### src/rtl/uart_tx_unit.sv
// rtl/uart_tx_unit.sv - buffered UART transmitter: FIFO, 16x baud divider, frame FSM.
// Optional even parity bit when UART_TX_PARITY_EN is defined.
module uart_tx_unit #(
  parameter int DBIT    = 8,
  parameter int SB_TICK = 16,
  parameter int DVSR    = 651,
  parameter int DVSR_W  = 10,
  parameter int FIFO_W  = 2
) (
  input  logic            clk,
  input  logic            reset,
  input  logic            wr_uart,
  input  logic [DBIT-1:0] w_data,
  output logic            tx,
  output logic            tx_full,
  output logic            tx_busy
);
  localparam int DEPTH = 2**FIFO_W;
  localparam int S_W   = $clog2(SB_TICK + 16);
  localparam int N_W   = $clog2(DBIT + 1);

  typedef enum logic [2:0] {
    IDLE,
    START,
    DATA,
`ifdef UART_TX_PARITY_EN
    PARITY,
`endif
    STOP
  } state_t;

  state_t            state_q;
  logic [DVSR_W-1:0] baud_q;
  logic              tick;
  logic [S_W-1:0]    s_q;
  logic [N_W-1:0]    n_q;
  logic [DBIT-1:0]   shift_q;
  logic [DBIT-1:0]   shift_nxt;
  logic              tx_q;
  logic              busy_q;
`ifdef UART_TX_PARITY_EN
  logic              parity_q;
`endif

  logic [DBIT-1:0]   mem_q [DEPTH];
  logic [FIFO_W-1:0] wptr_q, wptr_d;
  logic [FIFO_W-1:0] rptr_q, rptr_d;
  logic [FIFO_W:0]   count_q, count_d;
  logic              full_q, full_d;
  logic              push, pop, empty;
  logic [DBIT-1:0]   head;

  // A full FIFO drops the write even when the FSM pops in the same cycle.
  assign empty     = (count_q == '0);
  assign push      = wr_uart && !full_q;
  assign pop       = (state_q == IDLE) && !empty;
  assign head      = mem_q[rptr_q];
  assign tick      = (baud_q == DVSR_W'(DVSR - 1));
  assign shift_nxt = shift_q >> 1;

  always_comb begin
    count_d = count_q;
    wptr_d  = wptr_q;
    rptr_d  = rptr_q;
    if (push) wptr_d = wptr_q + 1'b1;
    if (pop)  rptr_d = rptr_q + 1'b1;
    case ({push, pop})
      2'b10:   count_d = count_q + 1'b1;
      2'b01:   count_d = count_q - 1'b1;
      default: count_d = count_q;
    endcase
    full_d = (count_d == (FIFO_W + 1)'(DEPTH));
  end

  always_ff @(posedge clk) begin
    if (reset) begin
      wptr_q  <= '0;
      rptr_q  <= '0;
      count_q <= '0;
      full_q  <= 1'b0;
    end else begin
      wptr_q  <= wptr_d;
      rptr_q  <= rptr_d;
      count_q <= count_d;
      full_q  <= full_d;
    end
  end

  always_ff @(posedge clk) begin
    if (push) mem_q[wptr_q] <= w_data;
  end

  // Restarting the divider on the pop aligns every bit to a full 16xDVSR period.
  always_ff @(posedge clk) begin
    if (reset)            baud_q <= '0;
    else if (pop || tick) baud_q <= '0;
    else                  baud_q <= baud_q + 1'b1;
  end

  always_ff @(posedge clk) begin
    if (reset) begin
      state_q  <= IDLE;
      s_q      <= '0;
      n_q      <= '0;
      shift_q  <= '0;
      tx_q     <= 1'b1;
      busy_q   <= 1'b0;
`ifdef UART_TX_PARITY_EN
      parity_q <= 1'b0;
`endif
    end else begin
      case (state_q)
        IDLE: begin
          tx_q <= 1'b1;
          if (!empty) begin
            shift_q  <= head;
`ifdef UART_TX_PARITY_EN
            parity_q <= ^head;
`endif
            s_q      <= '0;
            tx_q     <= 1'b0;
            busy_q   <= 1'b1;
            state_q  <= START;
          end
        end
        START: begin
          if (tick) begin
            if (s_q == S_W'(15)) begin
              s_q     <= '0;
              n_q     <= '0;
              tx_q    <= shift_q[0];
              state_q <= DATA;
            end else begin
              s_q <= s_q + 1'b1;
            end
          end
        end
        DATA: begin
          if (tick) begin
            if (s_q == S_W'(15)) begin
              s_q     <= '0;
              shift_q <= shift_nxt;
              if (n_q == N_W'(DBIT - 1)) begin
`ifdef UART_TX_PARITY_EN
                tx_q    <= parity_q;
                state_q <= PARITY;
`else
                tx_q    <= 1'b1;
                state_q <= STOP;
`endif
              end else begin
                n_q  <= n_q + 1'b1;
                tx_q <= shift_nxt[0];
              end
            end else begin
              s_q <= s_q + 1'b1;
            end
          end
        end
`ifdef UART_TX_PARITY_EN
        PARITY: begin
          if (tick) begin
            if (s_q == S_W'(15)) begin
              s_q     <= '0;
              tx_q    <= 1'b1;
              state_q <= STOP;
            end else begin
              s_q <= s_q + 1'b1;
            end
          end
        end
`endif
        STOP: begin
          if (tick) begin
            if (s_q == S_W'(SB_TICK - 1)) begin
              s_q     <= '0;
              tx_q    <= 1'b1;
              busy_q  <= 1'b0;
              state_q <= IDLE;
            end else begin
              s_q <= s_q + 1'b1;
            end
          end
        end
        default: begin
          tx_q    <= 1'b1;
          busy_q  <= 1'b0;
          state_q <= IDLE;
        end
      endcase
    end
  end

  assign tx      = tx_q;
  assign tx_full = full_q;
  assign tx_busy = busy_q;
endmodule

### config.mk
export PLATFORM = sky130hd
export DESIGN_NAME = uart_tx_unit
export DESIGN_NICKNAME = d
export VERILOG_FILES = /design/src/rtl/uart_tx_unit.sv
export SDC_FILE = /design/constraint.sdc
export NUM_CORES = 1
export LEC_CHECK = 0
export ABC_AREA = 1
export BUFFER_PORTS_ARGS = -buffer_cell sky130_fd_sc_hd__buf_2
export CAP_MARGIN = 25
export CORE_MARGIN = 5
export CORE_UTILIZATION = 35
export DETAILED_ROUTE_END_ITERATION = 8
export MAX_ROUTING_LAYER = met4
export PLACE_DENSITY = 0.59
export SETUP_SLACK_MARGIN = 0.4
export SYNTH_ARGS = -nofsm -noshare
export SYNTH_HDL_FRONTEND = slang
export SYNTH_SLANG_ARGS = --single-unit
### constraint.sdc
create_clock -name clk -period 3.6 [get_ports clk]
set_input_delay 0 -clock clk [delete_from_list [all_inputs] [get_ports clk]]
set_output_delay 0 -clock clk [all_outputs]
set_load 0.05 [all_outputs]
======== After elaboration in Yosys (flattened, before gate mapping) ========
Memories as Yosys holds them, arrays and structs flattened. A register that Yosys moved wholly into a read port is not among the register bits.
Index checks and enable logic that the tools add are counted.
operators by class
  bitwise operators ....................... 1
  reductions and logical operators ........ 19
  muxes and demuxes ....................... 41
  $add $sub $neg .......................... 7
  eq/ne operators ......................... 19
operators with widths
  kind                                                                    number
  3-bit two-way mux                                                       8
  8-bit two-way mux                                                       3
  4-bit two-way mux                                                       5
  2-bit inequality test (second input constant)                           9
  8-bit case mux with 2 select lines                                      1
  5-bit two-way mux                                                       3
  1-bit two-way mux                                                       13
  3-bit case mux with 4 select lines                                      1
  6-bit AND reduction                                                     2
  10-bit by 1-bit adder with 10-bit output (second input constant)        1
  10-bit equality test (second input constant)                            1
  5-bit case mux with 2 select lines                                      1
  4-bit case mux with 2 select lines                                      1
  4-bit AND reduction                                                     2
  8-bit AND reduction                                                     1
  3-bit by 2-bit equality test with 1-bit output (second input constant)  2
  3-bit logical NOT                                                       2
  3-bit case mux with 2 select lines                                      1
  2-bit nonzero test                                                      3
  5-bit by 1-bit adder with 5-bit output (second input constant)          1
  5-bit by 4-bit equality test with 1-bit output (second input constant)  1
  2-bit by 1-bit adder with 2-bit output (second input constant)          2
  4-bit by 1-bit adder with 4-bit output (second input constant)          1
  4-bit by 3-bit equality test with 1-bit output (second input constant)  1
  17 further kinds                                                        21
word-level totals
  word-level logic and storage cells ...... 99
  bits in writable memories ............... 32
  register bits ........................... 40
  memories kept ........................... 1
  input port bits ......................... 11
memory list
  name   words  bits a word  read ports  clocked after memory_dff  write ports  RTL line  text
  mem_q  4      8            1           1                         1            45        logic [DBIT-1:0] mem_q [DEPTH];

======== Depth between registers and ports, before layout ========
  word-level depth ........................ 6
  mapped depth ............................ 13
  mapped depth without buffers ............ 13

======== Worst setup path before layout ========
OpenSTA, ideal clock, no wires.
  path type ............................... flip-flop to flip-flop
  start ................................... reg state_q[0]
  end ..................................... reg full_q, in the netlist tx_full
  arrival ................................. 2.032 ns
  setup slack ............................. 1.509 ns
  path buffers ............................ 0
  period minus slack after synthesis ...... 2.091 ns
  data required time ...................... 3.540 ns
  cell stages (with the launch flop) ...... 14
  cells stage by stage .................... dfxtp_1 > inv_1 > ha_1 > nand2_1 > inv_1 > ha_1 > inv_1 > fa_1 > a21oi_1 > o21ai_0 > nand2_1 > nand2_1 > nor2_1 > and3_1
between the ends
  longest elaborated chain between the ends .. 5
  elaborated cells between the ends (all ways) .. 6
  classes of those cells .................. eq/ne: 3; mux: 1; reduce/logical: 2
ends and longest elaborated chain
  element                                                                                RTL line  text
  from (decl)                                                                            32        state_t state_q;
  from (signal assigned)                                                                 102       state_q <= IDLE;
  from (signal assigned)                                                                 123       state_q <= START;
  from (signal assigned)                                                                 132       state_q <= DATA;
  3-bit logical NOT (*)                                                                  56        assign pop = (state_q == IDLE) && !empty;
  1-bit logical AND (*)                                                                  56
  net pop                                                                                50        logic push, pop, empty;
  2-bit by 1-bit equality test with 1-bit output or 2-bit equality test (tied branches)  67        case ({push, pop})
  3-bit case mux with 2 select lines (*)                                                 67
  3-bit equality test (*)                                                                72        full_d = (count_d == (FIFO_W + 1)'(DEPTH));
  to (signal assigned)                                                                   85        full_q <= full_d;
  to (decl)                                                                              49        logic full_q, full_d;
The timed path passes the listed nets; every way through them passes the cells marked *.
A chain may end at the register's enable or synchronous reset.

======== Worst setup path in the final report ========
Same ends and word-level chain as after synthesis.

==> results.sh <==
export IMPL_outcome="complete, no violations"
export IMPL_antenna_found_initial=0
export IMPL_max_freq_mhz=419.7
export IMPL_routed_wl_mm=6.234
export IMPL_die_area_um2=11540
export IMPL_power_mw=2.707
export IMPL_cp_arrival_ns=2.68
export IMPL_finalHoldViolations=0
export IMPL_fin_nets=435
export IMPL_gr_usage_all_layers_pct=12.10
export IMPL_first_pass_iters=4
export IMPL_post_cts_resized=0
export IMPL_fin_util_pct=40.99
export IMPL_fin_crit_ns=2.383
export IMPL_fin_hold_ws_ns=0.08718
export IMPL_cap_viol_max_count=0
export IMPL_setup_slack_ns=1.217
export IMPL_slowest_delay_ns=0.37
export IMPL_start_util_pct=35.96
export IMPL_row_count=35
export IMPL_relSlewSlack_pct=43.90
export IMPL_die_w_um=107.4
export IMPL_synth_warnings=0
export IMPL_io_buffers=13
export IMPL_ys_seq_elements=73
export IMPL_path_class="flop to flop"
export IMPL_slowest_stage="fa_1"
export IMPL_critPathTopFamily="adder cells"
export IMPL_wl_per_cell_um=11.48
export IMPL_clk_pin_slew_ns=0.08
export IMPL_fillers=930
export IMPL_crit_required_ns=3.89
export IMPL_multiInputGateArea_um2=1319
export IMPL_io_pins=14
export IMPL_seqCellArea_um2=1782
export IMPL_place_gp_congestion=0.7884
export IMPL_slew_violations=0
export IMPL_syn_area_per_cell_um2=8.677
export IMPL_syn_inst=383
export IMPL_n_antenna_cell=0
export IMPL_grt_pass1_wl_mm=10.65
export IMPL_min_period_over_period_pct=66.19
export IMPL_crit_buf_inv=3
export IMPL_numClockSinks=73
export IMPL_core_um2=9240
export IMPL_fin_setup_tns_ns=0
export IMPL_worst_setup_path_start_kind="flop"
export IMPL_grt_pass1_vias=2382
export IMPL_vias=2458
export IMPL_first_iter_violations=121
export IMPL_die_height_um=107.4
export IMPL_grt_overflow=0
export IMPL_htreeDepth=3
export IMPL_hold_path_class="primary input to flop"
export IMPL_fin_worst_skew_ns=0.009946
export IMPL_drive_above_1_share_pct=11.59
export IMPL_synth_nets=409
export IMPL_clkLatencyLatePin_ns=0.35
export IMPL_cp_cell_sequence="inv_1 > ha_1 > nand2_1 > inv_1 > ha_1 > inv_1 > fa_1 > a21oi_1 > o21ai_0 > nand2_1 > nand2_1 > nor2_1 > and3_1"
export IMPL_syn_to_final_growth_pct=13.97
export IMPL_dpl_hpwl_mm=4.248
export IMPL_viasPerCell=4.527
export IMPL_synth_cell_type_count=33
export IMPL_grt_max_degree=21
export IMPL_synth_edf_count=32
export IMPL_seq_area_frac_synth_pct=53.61
export IMPL_cp_max_fo=7
export IMPL_cts_tree="done"
export IMPL_numCtsBuffers=9
export IMPL_drc=0
export IMPL_worst_slew_pin_slew_ns=0.8384
export IMPL_post_place_ws_ns=1.252
export IMPL_final_antenna_net_count=0
export IMPL_synth_async_sr_flop_share_pct=0
export IMPL_powerDensity_nw_per_um2=714.8
export IMPL_end_kind="flop"
export IMPL_root_buffer="clkbuf_8"
export IMPL_clock_path_buffers=2
export IMPL_leakage_nw=1.517
export IMPL_rsz0062_at_grt="false"
export IMPL_ys_flop_type="dfxtp_1"
export IMPL_setup_violations=0
export IMPL_vdd_drop_max_mv=0.2956
export IMPL_netlist_area_um2=3323
-- cell usage in the layout, fill, tap and decap left out, drive strengths merged, types with 3 or more instances in the layout --
cell type,Yosys,layout
a21oi,17,17
buf,5,14
clkbuf,3,9
dfxtp,41,41
dlygate4sd3,0,9
edfxtp,32,32
ha,14,14
inv,46,51
nand2,60,60
nand3,23,23
nor2,75,75
nor3,3,3
o21ai,44,44
xnor2,3,3
xor2,4,4
-- worst reg2reg max path: cells and delay by family (launching register included) --
family	cells	cell delay, ns
buffers and inverters	3	0.29
adder cells (fa/ha/maj)	3	0.82
flip-flops	1	0.35
AO/OA/AOI/OAI	2	0.27
AND/OR/NAND/NOR	5	0.60
-- routing by layer --
metal  GRT usage (%)  wire length [µm]
met5               -                 0
met4           7.033               165
met3           2.160               152
met2           18.86              2901
met1           14.77              3014
-- cell usage after synthesis (2+ instances only) --
cell type  count  area (µm²)
xor2_1         4       35.03
clkinv_1       2       7.510
nor3b_1        2       15.01
dfxtp_1       41       820.8
and3_1         2       12.51
nand3_1       22       110.1
clkbuf_1       3       11.26
xnor2_1        3       26.28
ha_1          14       175.2
inv_1         39       146.4
o21ai_1        4       20.02
nand2_2        3       18.77
a21oi_1       17       85.08
inv_2          7       26.28
o21ai_2        2       17.52
edfxtp_1      32       960.9
o21bai_1       2       15.01
buf_2          4       20.02
nor3_1         2       10.01
o21ai_0       38       190.2
nand2_1       56       210.2
nor2_4         2       22.52
nor2_1        72       270.3
-- where the power goes --
| group | total [mW] | switching [mW] | internal (mW) |
|---|---|---|---|
| Sequential | 1.09 | 0.0733 | 1.02 |
| Clock | 0.599 | 0.337 | 0.262 |
| Combinational | 1.01 | 0.678 | 0.336 |
| Total | 2.71 | 1.09 | 1.62 |
-- cell families after synthesis --
group,after synthesis,share of synthesized area (%)
buffers and inverters,56,6.702
XOR/XNOR,7,1.845
AND/OR/NAND/NOR,167,21.69
flip-flops,73,53.61
AO/OA/AOI/OAI,65,10.28
adder cells (fa/ha/maj),15,5.874
-- final timing paths --
check / from / slack, ns / cells after the start / endpoint
worst min register to register: shift_q[0] / 0.47 / 2 / shift_q[0]
worst min-delay path: wr_uart / 0.09 / 5 / wptr_q[1]
worst max register to register: state_q[0] / 1.22 / 13 / tx_full
worst max-delay path: state_q[0] / 1.22 / 13 / tx_full
-- area by class of cell --
type                            count  area share, %
Sequential cell                    73          47.04
Multi-Input combinational cell    254          34.82
Clock buffer                        9          3.271
Tap cell                          129          4.262
Clock inverter                      7          1.553
Timing Repair Buffer               23          4.295
Inverter                           48          4.757
-- sequential cells by signal (all words and copies together) (netlist names), named ones only --
name,cells
baud_q,10
count_q,3
tx_full,1
n_q,4
tx_busy,1
state_q,2
shift_q,8
wptr_q,2
tx,1
rptr_q,2
s_q,5
mem_q,32
-- timing repair --
action | 4_1_cts | 5_1_grt
buffers inserted | 0 | 0
hold buffers | 9 | 0
endpoints found under the hold margin | 38 | 0
-- per-stage QoR --
stage / std cells / cell area [µm²]
floorplan: 383 / 3323
global placement: 518 / 3515
detailed placement: 518 / 3515
CTS: 543 / 3787
global route: 543 / 3787
finish: 543 / 3787
Note: power is estimated with default switching activity, not from simulation.
